File: config.mk
export PLATFORM = sky130hd
export DESIGN_NAME = odo_sbox_serial_layer_flat
export DESIGN_NICKNAME = d
export VERILOG_FILES = /design/src/rtl/odo_sbox_serial_layer_if.sv /design/src/rtl/odo_sbox_serial_layer.sv /design/src/flat_wrapper.sv
export SDC_FILE = /design/constraint.sdc
export NUM_CORES = 1
export LEC_CHECK = 0
export BUFFER_PORTS_ARGS = -buffer_cell sky130_fd_sc_hd__buf_2
export CORE_MARGIN = 10
export CORE_UTILIZATION = 48
export CTS_BUF_LIST = sky130_fd_sc_hd__clkbuf_8
export CTS_CLUSTER_DIAMETER = 200
export DETAILED_ROUTE_END_ITERATION = 10
export PLACE_DENSITY = 0.75
export REMOVE_ABC_BUFFERS = 1
export SLEW_MARGIN = 15
export SYNTH_ARGS = -nofsm -noshare
export SYNTH_HDL_FRONTEND = slang
export SYNTH_SLANG_ARGS = --single-unit
File: constraint.sdc
create_clock -name clk -period 3.3 [get_ports clk]
set_input_delay 0.165 -clock clk [delete_from_list [all_inputs] [get_ports clk]]
set_output_delay 0.165 -clock clk [all_outputs]
set_load 0.03 [all_outputs]
File: src/rtl/odo_sbox_serial_layer_if.sv
// Handshake and S-box bus bundle for the serial S-box layer.
// The master side feeds words and hosts the external S-box; the slave is the layer.
interface odo_sbox_serial_layer_if #(
    parameter int N_CHUNKS = 4
) ();
    localparam int W = 6 * N_CHUNKS;

    logic         in_valid;
    logic         in_ready;
    logic [W-1:0] in_data;
    logic [5:0]   sbox_in;
    logic [5:0]   sbox_out;
    logic         out_valid;
    logic         out_ready;
    logic [W-1:0] out_data;

    modport master (
        output in_valid, in_data, sbox_out, out_ready,
        input  in_ready, sbox_in, out_valid, out_data
    );

    modport slave (
        input  in_valid, in_data, sbox_out, out_ready,
        output in_ready, sbox_in, out_valid, out_data
    );
endinterface

File: src/rtl/odo_sbox_serial_layer.sv
// Serialised 6-bit S-box layer: streams chunks of a latched word through a
// registered 1-cycle external S-box and reassembles the substituted word.
module odo_sbox_serial_layer #(
    parameter int N_CHUNKS = 4,
    parameter int IDX_W    = 6
) (
    input  logic                  clk,
    input  logic                  rst_n,
    odo_sbox_serial_layer_if.slave bus,
    output logic                  busy
);
    localparam int W     = 6 * N_CHUNKS;
    localparam int SEL_W = (N_CHUNKS > 1) ? $clog2(N_CHUNKS) : 1;
    localparam logic [IDX_W-1:0] LAST     = IDX_W'(N_CHUNKS - 1);
    localparam logic [SEL_W-1:0] LAST_SEL = SEL_W'(N_CHUNKS - 1);

    typedef enum logic [1:0] {
        IDLE,
        RUN,
        DRAIN,
        DONE
    } state_t;

    state_t                     state_q;
    logic [IDX_W-1:0]           idx_q;
    logic [N_CHUNKS-1:0][5:0]   word_q;
    logic [N_CHUNKS-1:0][5:0]   res_q;
    logic [N_CHUNKS-1:0][5:0]   res_d;
    logic [W-1:0]               out_q;
    logic                       in_ready_q;
    logic                       out_valid_q;
    logic                       busy_q;
    logic [SEL_W-1:0]           sel_cur;
    logic [SEL_W-1:0]           sel_prev;

    assign sel_cur  = idx_q[SEL_W-1:0];
    assign sel_prev = sel_cur - SEL_W'(1);

    assign bus.sbox_in   = (state_q == RUN) ? word_q[sel_cur] : 6'd0;
    assign bus.in_ready  = in_ready_q;
    assign bus.out_valid = out_valid_q;
    assign bus.out_data  = out_q;
    assign busy          = busy_q;

    // Merge the S-box result (one cycle behind sbox_in) into the result word
    always_comb begin
        res_d = res_q;
        if (state_q == RUN && idx_q != '0) begin
            res_d[sel_prev] = bus.sbox_out;
        end else if (state_q == DRAIN) begin
            res_d[LAST_SEL] = bus.sbox_out;
        end
    end

    // Control FSM with registered handshake outputs
    always_ff @(posedge clk or negedge rst_n) begin
        if (!rst_n) begin
            state_q     <= IDLE;
            idx_q       <= '0;
            word_q      <= '0;
            res_q       <= '0;
            out_q       <= '0;
            in_ready_q  <= 1'b1;
            out_valid_q <= 1'b0;
            busy_q      <= 1'b0;
        end else begin
            res_q <= res_d;
            unique case (state_q)
                IDLE: begin
                    if (bus.in_valid) begin
                        word_q     <= bus.in_data;
                        idx_q      <= '0;
                        state_q    <= RUN;
                        in_ready_q <= 1'b0;
                        busy_q     <= 1'b1;
                    end
                end
                RUN: begin
                    if (idx_q == LAST) begin
                        state_q <= DRAIN;
                    end else begin
                        idx_q <= idx_q + IDX_W'(1);
                    end
                end
                DRAIN: begin
                    state_q     <= DONE;
                    out_q       <= res_d;
                    out_valid_q <= 1'b1;
                end
                DONE: begin
                    if (bus.out_ready) begin
                        state_q     <= IDLE;
                        idx_q       <= '0;
                        out_valid_q <= 1'b0;
                        in_ready_q  <= 1'b1;
                        busy_q      <= 1'b0;
                    end
                end
                default: begin
                    state_q <= IDLE;
                end
            endcase
        end
    end
endmodule
File: src/flat_wrapper.sv
// flat-port wrapper written by rule: the top's interface ports become plain ports
module odo_sbox_serial_layer_flat 
#(
    parameter int N_CHUNKS = 4,
    parameter int IDX_W    = 6
)
  (clk, rst_n, busy, bus_in_valid, bus_in_data, bus_sbox_out, bus_out_ready, bus_in_ready, bus_sbox_in, bus_out_valid, bus_out_data);
  odo_sbox_serial_layer_if #(.N_CHUNKS(N_CHUNKS)) bus_i ();
  input  logic clk;
  input  logic rst_n;
  output logic busy;
  input wire logic [$bits(bus_i.in_valid)-1:0] bus_in_valid;
  input wire logic [$bits(bus_i.in_data)-1:0] bus_in_data;
  input wire logic [$bits(bus_i.sbox_out)-1:0] bus_sbox_out;
  input wire logic [$bits(bus_i.out_ready)-1:0] bus_out_ready;
  output wire logic [$bits(bus_i.in_ready)-1:0] bus_in_ready;
  output wire logic [$bits(bus_i.sbox_in)-1:0] bus_sbox_in;
  output wire logic [$bits(bus_i.out_valid)-1:0] bus_out_valid;
  output wire logic [$bits(bus_i.out_data)-1:0] bus_out_data;
  assign bus_i.in_valid = bus_in_valid;
  assign bus_i.in_data = bus_in_data;
  assign bus_i.sbox_out = bus_sbox_out;
  assign bus_i.out_ready = bus_out_ready;
  assign bus_in_ready = bus_i.in_ready;
  assign bus_sbox_in = bus_i.sbox_in;
  assign bus_out_valid = bus_i.out_valid;
  assign bus_out_data = bus_i.out_data;
  odo_sbox_serial_layer #(.N_CHUNKS(N_CHUNKS), .IDX_W(IDX_W)) u_core (.clk(clk), .rst_n(rst_n), .bus(bus_i), .busy(busy));
endmodule
After elaboration in Yosys (flattened, before gate mapping) --
Index checks and enable logic that the tools add are counted.
Storage, ports and cells: bits in registers 83, input port bits 34, output and inout port bits 33, logic and storage cells 63
Operators by class: add/sub/neg operators 2, magnitude comparators 3, equality and inequality tests 8, mux-type cells 24, reduce and logical (&&, ||, !) cells 12
Operators with widths (number):
- $mux W6 | 8
- $bwmux W24 | 1
- $mux W18 | 1
- $pmux W6 S3 | 1
- $bmux W6 S2 | 1
- $demux W6 S2 | 1
- $ne A2 B2 Y1 const B | 4
- $pmux W2 S4 | 1
- $add A6 B1 Y6 const B | 1
- $eq A6 B2 Y1 const B | 1
- $lt A2 B3 Y1 const B | 2
- $mux W2 | 3
- $pmux W1 S2 | 3
- $reduce_and A3 Y1 | 2
- $reduce_bool A6 Y1 | 1
- $eq A2 B2 Y1 const B | 2
- $mux W1 | 4
- $reduce_and A2 Y1 | 2
- $reduce_and A4 Y1 | 1
- $reduce_bool A2 Y1 | 2
- $reduce_bool A3 Y1 | 1
- $eq A2 B1 Y1 const B | 1
- $ge A2 B1 Y1 const B | 1
- $logic_and A1 B1 Y1 | 2
- 2 further kinds | 2

Logic depth before layout (Yosys ltp) --
Gate-level depths: netlist (run 1).
depth in word-level cells 7, mapped depth 7, depth with buffers taken out 6

Worst setup path after synthesis (run 1) --
No wires, ideal clock.
path kind register -> register, start point register u_core.idx_q[1], end point register u_core.out_q[3], in the netlist u_core.bus.out_data[3], setup time 0.125 ns, arrival 2.053 ns, data required time 3.175 ns, path slack 1.123 ns, cell stages (with the launch flop) 8, path buffers 1, period minus slack after synthesis 2.177 ns, cells stage by stage dfrtp_1 clkbuf_1 inv_1 ha_1 or2b_4 o211ai_4 mux2_2 mux2_2
RTL lines:
- start: declaration | RTL line odo_sbox_serial_layer.sv:25 | logic [IDX_W-1:0] idx_q;
- start signal: assignment | RTL line odo_sbox_serial_layer.sv:82 | idx_q <= idx_q + IDX_W'(1);
- end signal: assignment | RTL line odo_sbox_serial_layer.sv:87 | out_q <= res_d;
- end: declaration | RTL line odo_sbox_serial_layer.sv:29 | logic [W-1:0] out_q;

==> results of run 1 <==
-- cells in the final DEF (no fill, tap or decap), types with 2 or more instances in the layout --
cell,netlist,layout
a21oi_1,9,9
a22o_1,4,4
and2_1,6,6
buf_2,2,65
buf_4,1,3
clkbuf_8,0,10
clkinv_4,0,3
dfrtp_1,82,82
ha_1,11,11
inv_1,8,8
mux2_1,2,2
mux2_2,57,57
mux2_4,8,8
mux2i_1,7,7
mux4_2,6,6
nand2_1,9,9
nand2b_1,2,2
nand3_1,7,7
nor2_1,9,9
o211ai_4,3,3
o21ai_0,5,5
o22ai_1,2,2
or2_2,2,2
or3_1,2,2
-- stage by stage --
step           util, %  total power [mW]  hold WS (ns)  cell area (um2)
2_1_floorplan        -             1.076       -0.1306             3709
3_3_place_gp     54.43             1.123        0.3979             4184
3_5_place_dp     54.43             1.126        0.4011             4184
4_1_cts          57.16             1.883       0.02552             4394
5_1_grt          57.16             1.933       0.02930             4394
6_report         57.16             1.858      -0.03659             4394
-- cells by family (layout without fill, tap and decap cells) --
family,Yosys count,count (layout),synth area share [%]
AOI/OAI and AO/OA,30,30,6.576
adders and majority gates,11,11,3.653
buffers and inverters,20,92,2.358
DFF,83,83,55.16
muxes,81,81,26.87
and+or+nand+nor,40,40,5.380
-- power by group through the flow --
stage               combinational, mW  sequential (mW)  clock, mW
detailed placement             0.0700             1.06          0
CTS                            0.0702             1.04      0.777
floorplan                      0.0217             1.05          0
global route                   0.0773             1.04      0.819
global placement               0.0676             1.06          0
finish                         0.0676             1.04      0.754
-- path summary, 6_finish.rpt --
kind	from	end	slack (ns)
max reg2reg	u_core.idx_q[0]	u_core.bus.out_data[3]	0.88
min in group clk	bus_in_data[1]	u_core.word_q[1]	0.04
min	rst_n	u_core.word_q[10]	-0.04
max	u_core.idx_q[0]	u_core.bus.out_data[3]	0.88
max in group asynchronous	rst_n	u_core.idx_q[0]	2.64
min reg2reg	u_core.res_q[2]	u_core.res_q[2]	0.50
-- final cells by class --
| cell class | instances | area, um2 | share of cell area [%] |
|---|---|---|---|
| clock buffer | 10 | 137.6 | 3.132 |
| clock inverter | 6 | 72.57 | 1.651 |
| inverter | 8 | 30.03 | 0.6834 |
| multi-input combinational | 162 | 1600 | 36.42 |
| sequential | 83 | 2078 | 47.29 |
| tap | 102 | 127.6 | 2.904 |
| timing repair buffer | 68 | 347.8 | 7.916 |
-- flip-flops by register name (all words and copies together), names as in the netlist --
name / count
u_core.bus.in_ready: 1
u_core.bus.out_data: 24
u_core.bus.out_valid: 1
u_core.busy: 1
u_core.idx_q: 6
u_core.res_q: 24
u_core.state_q: 2
u_core.word_q: 24
-- routing by layer --
metal	global-route usage, %	wire length [um]	up-vias
met2	20.30	3682	42
li1	-	-	1081
met5	0	0	-
met4	5.932	91	0
met3	3.093	281	10
met1	16.10	3170	1148
==> flow_summary.json, run 1 <==
{
  "via_per_inst": 5.196,
  "path_cells": "inv_1 > ha_1 > or2b_4 > o211ai_4 > mux2_2 > mux2_2",
  "cts_resized": 0,
  "p_sw_share_pct": 22.63,
  "fin_skew_ns": 0.01031,
  "rsz0062_at_grt": "false",
  "cp_slowest_cell": "dfrtp_1",
  "rows": 32,
  "antenna_found_initial": 0,
  "track_usage_pct": 12.76,
  "post_cts_buffers": 0,
  "cts_root_buffer": "clkbuf_8",
  "seq_area_frac_synth_pct": 55.16,
  "synth_common_cells": "dfrtp_1 (82), mux2_2 (57), ha_1 (11)",
  "finalSetupViolCount": 0,
  "tightest_slew_ns": 1.035,
  "synth_most_common_cell": "dfrtp_1",
  "ys_types": 37,
  "fmax_mhz": 413.0,
  "diodes": 0,
  "crit_family": "multiplexers",
  "drt_iter0_markers": 110,
  "worst_slack_ns": 0.8788,
  "fin_nets": 377,
  "critPathMaxFanout": 12,
  "io_pins": 67,
  "cap_violations": 0,
  "drive_gt1_share_pct": 48.96,
  "cts_buffers": 9,
  "cellLeakagePower_nw": 2.217,
  "synth.avg_cell_area_um2": 14.22,
  "first_pass_iters": 4,
  "pwr-share-comb_pct": 3.6,
  "synth-seq-cells": 83,
  "final-hold-violation-count": 25,
  "clk_pin_slew_ns": 0.08,
  "finalCriticalPeriod_ns": 2.421,
  "path_common_cell": "mux2_2",
  "yosysWarnings": 0,
  "dp.cells": 423,
  "wl_mm": 7.226,
  "drv_slew": 0,
  "grt_pass1_wl_mm": 11.99,
  "die_x_um": 108.6,
  "syn-instance-count": 265,
  "cts_tree": "built",
  "place_ws_ns": 0.8501,
  "drc_errors": 0,
  "dp_hpwl_mm": 5.086,
  "synth.cell_area_um2": 3767,
  "syn_to_final_growth_pct": 16.64,
  "clock-sinks": 83,
  "vdd_drop_max_mv": 0.2880,
  "synth-edff-count": 0,
  "relSlewSlack_pct": 31.02,
  "overflow": 0,
  "cp_slowest_stage_delay_ns": 0.60,
  "fp.coreArea_um2": 7687,
  "p_int_mw": 1.437,
  "finalSetupTns_ns": 0,
  "grt_pass1_vias": 2390,
  "cp-end-kind": "register",
  "clk-insertion-delay-late_ns": 0.35,
  "avgRoutedWirePerCell_um": 16.46,
  "fin_hold_ws_ns": -0.03659,
  "fillers": 652,
  "synth_area_leaders": "dfrtp_1 (54%), mux2_2 (17%), ha_1 (3.7%)",
  "crit_cells": 6,
  "clkPwrFrac_pct": 40.6,
  "routabilityCongestion": 0.6965,
  "synth_top_area_share_pct": 54.47,
  "outcome": "finished, violations left",
  "p_per_area_nw_per_um2": 422.8,
  "ant_nets": 0,
  "synthArstFlopShare_pct": 100.0,
  "crit_type": "register to register",
  "period_share_pct": 73.37,
  "hp-class": "input port to async pin",
  "htreeDepth": 3,
  "violations": "hold timing",
  "num_vias": 2281,
  "portBuffers": 66,
  "yosys.area.top_type": "dfrtp_1",
  "die_h_um": 108.6,
  "ctsHoldBuffers": 0,
  "dieArea_um2": 11790,
  "clock_path_buffers": 2,
  "reg2reg_depth": 6,
  "start_util_pct": 49.01,
  "stdcell_count": 439,
  "critPathLaunchType": "register",
  "ys.flop_type": "dfrtp_1",
  "power_switching_mw": 0.4205,
  "grt_max_degree": 84,
  "required_ns": 3.54,
  "cp_num_buf_inv": 1,
  "pwr-share-seq_pct": 55.8,
  "cp.arrival_ns": 2.66
}
Note: power is estimated with default switching activity, not from simulation.
==> inputs of run 2 (changes only) <==
--- a/config.mk
+++ b/config.mk
@@ -5,13 +5,14 @@
 export SDC_FILE = /design/constraint.sdc
 export NUM_CORES = 1
 export LEC_CHECK = 0
+export ABC_AREA = 1
 export BUFFER_PORTS_ARGS = -buffer_cell sky130_fd_sc_hd__buf_2
 export CORE_MARGIN = 10
 export CORE_UTILIZATION = 48
 export CTS_BUF_LIST = sky130_fd_sc_hd__clkbuf_8
 export CTS_CLUSTER_DIAMETER = 200
 export DETAILED_ROUTE_END_ITERATION = 10
-export PLACE_DENSITY = 0.75
+export PLACE_DENSITY = 0.74
 export REMOVE_ABC_BUFFERS = 1
 export SLEW_MARGIN = 15
 export SYNTH_ARGS = -nofsm -noshare
==> constraint.sdc (replaced) <==
create_clock -name clk -period 2.46 [get_ports clk]
set_input_delay 0.123 -clock clk [delete_from_list [all_inputs] [get_ports clk]]
set_output_delay 0.123 -clock clk [all_outputs]
set_load 0.03 [all_outputs]
==> flow_summary.json, run 2 <==
{
  "stdcell_count": 712,
  "antenna_found_initial": 0,
  "fillers": 783,
  "crit_family": "buffers and inverters",
  "rows": 34,
  "grt_max_degree": 50,
  "htreeDepth": 3,
  "fin_nets": 644,
  "clk-insertion-delay-late_ns": 0.35,
  "grt-busiest-layer": "met2",
  "drc_errors": 0,
  "grt_use_met1_pct": 20.29,
  "final_common_cell": "nand2_1",
  "synth_common_cells": "nand2_1 (131), dfrtp_1 (82), nor2_1 (65)",
  "cp_num_buf_inv": 3,
  "ys.flop_type": "dfrtp_1",
  "layout.cells.most_common_list": "nand2_1 (131), dfrtp_1 (82), nor2_1 (65), buf_2 (65), inv_1 (59)",
  "yosys.area.top_type": "dfrtp_1",
  "cp_slowest_cell": "dfrtp_1",
  "io_pins": 67,
  "routabilityCongestion": 0.7777,
  "dieArea_um2": 13030,
  "synth.avg_cell_area_um2": 8.202,
  "die_x_um": 114.2,
  "grt_pass1_vias": 3655,
  "fmax_mhz": 486.6,
  "finalSetupViolCount": 0,
  "met2_usage_pct": 24.72,
  "tightest_slew_ns": 0.6348,
  "cellLeakagePower_nw": 2.735,
  "wl_mm": 9.877,
  "critPathMaxFanout": 9,
  "ant_nets": 0,
  "synthArstFlopShare_pct": 100.0,
  "synth-seq-cells": 83,
  "synth.cell_area_um2": 4257,
  "synth_most_common_cell": "nand2_1",
  "clk_pin_slew_ns": 0.08,
  "grt_pass1_wl_mm": 17.10,
  "drt_iter0_markers": 147,
  "synth-edff-count": 0,
  "vdd_drop_max_mv": 0.5377,
  "path_common_cell": "inv_1",
  "relSlewSlack_pct": 57.68,
  "dp.cells": 679,
  "drive_gt1_share_pct": 19.70,
  "start_util_pct": 49.05,
  "diodes": 0,
  "track_usage_pct": 15.76,
  "cts_root_buffer": "clkbuf_8",
  "grtUsageMet3_pct": 4.717,
  "drv_slew": 0,
  "yosysWarnings": 0,
  "synth_top_area_share_pct": 48.21,
  "cp-end-kind": "primary output",
  "regArea_um2": 2078,
  "outcome": "finished clean",
  "final-hold-violation-count": 0,
  "num_vias": 3591,
  "crit_type": "register to primary output",
  "cp.arrival_ns": 1.93,
  "avgRoutedWirePerCell_um": 13.87,
  "clock_path_buffers": 2,
  "cap_violations": 0,
  "critPathLaunchType": "register",
  "clock-sinks": 83,
  "seq_area_frac_synth_pct": 48.82,
  "period_share_pct": 83.55,
  "syn_to_final_growth_pct": 18.75,
  "cts_buffers": 9,
  "portBuffers": 66,
  "syn-instance-count": 519,
  "first_pass_iters": 4,
  "cp_slowest_stage_delay_ns": 0.42,
  "overflow": 0,
  "dp_hpwl_mm": 6.732,
  "finalSetupTns_ns": 0,
  "multi_input_area_um2": 1843,
  "die_h_um": 114.2,
  "synth_area_leaders": "dfrtp_1 (48%), nand2_1 (12%), mux2_2 (6.3%)",
  "p_per_area_nw_per_um2": 1342,
  "hp-class": "input port to register",
  "path_cells": "inv_1 > ha_1 > inv_1 > a21oi_1 > buf_2",
  "required_ns": 2.34,
  "fin_skew_ns": 0.01279,
  "cts_tree": "built",
  "rsz0062_at_grt": "false",
  "ys_types": 26,
  "finalCriticalPeriod_ns": 2.055,
  "fp.coreArea_um2": 8678,
  "via_per_inst": 5.044
}
-- run 2: worst reg2reg max path, delay by kind of cell (launching register included) --
kind	cells	cell delay, ns
buffers and inverters	1	0.23
adders and majority gates	1	0.26
and+or+nand+nor	4	0.93
DFF	1	0.38
-- run 2: cells by family (layout without fill, tap and decap cells) --
family | after synthesis | in the layout | synth area share [%]
buffers and inverters | 79 | 164 | 7.877
AND/OR/NAND/NOR | 280 | 280 | 28.57
flip-flops | 83 | 83 | 48.82
AO/OA/AOI/OAI | 41 | 41 | 4.938
adder cells (fa/ha/maj) | 11 | 11 | 3.233
multiplexers | 24 | 24 | 6.349
XOR/XNOR | 1 | 1 | 0.2058
-- run 2: final timing paths --
kind                                    startpoint                       to  slack, ns  cells past startpoint
max                              u_core.state_q[1]           bus_sbox_in[3]       0.40                      5
min                                 bus_in_data[3]         u_core.word_q[3]      0.007                      2
max reg2reg                        u_core.idx_q[1]         u_core.res_q[20]       0.55                      6
min reg2reg                u_core.bus.out_data[19]  u_core.bus.out_data[19]       0.48                      2
max in group asynchronous                    rst_n         u_core.res_q[20]       1.52                      3
min in group asynchronous                    rst_n  u_core.bus.out_data[17]       0.32                      2
-- run 2: final cells by class --
type | instances | share of cell area (%)
Tap cell | 108 | 2.673
Multi-Input combinational cell | 357 | 36.46
Clock buffer | 9 | 2.450
Timing Repair Buffer | 91 | 11.39
Sequential cell | 83 | 41.11
Inverter | 57 | 4.233
Clock inverter | 7 | 1.683
-- run 2: where the power goes --
part,total [mW],internal (mW),switching (mW),leakage [nW]
combinational,3.42,1.20,2.22,1.64
clock,1.06,0.564,0.497,0.117
sequential,2.31,2.01,0.293,0.977
-- run 2: routing by layer --
| metal | wire length (um) | share of wire, % | vias up |
|---|---|---|---|
| li1 | - | - | 1775 |
| met1 | 4390 | 44 | 1700 |
| met2 | 4652 | 47 | 99 |
| met3 | 673 | 6.8 | 17 |
| met4 | 160 | 1.6 | 0 |
| met5 | 0 | 0 | - |
-- run 2: what timing repair did --
action	in CTS	in global routing
endpoints found under the hold margin	62	1
setup buffers	0	0
resized for setup	0	0
hold buffers	16	1
-- run 2: through the flow --
step,power (mW),setup WS [ns],cell area (um2),utilization (%),hold WS (ns)
after floorplan,4.756,0.4163,4135,-,-0.1726
final,6.783,0.4047,5055,58.25,0.007427
after CTS,6.832,0.3736,5045,58.13,0.0003299
after global placement,5.595,0.6595,4676,53.88,0.1834
after detailed placement,5.740,0.5714,4676,53.88,0.1806
after global routing,7.415,0.2580,5055,58.25,0.006451
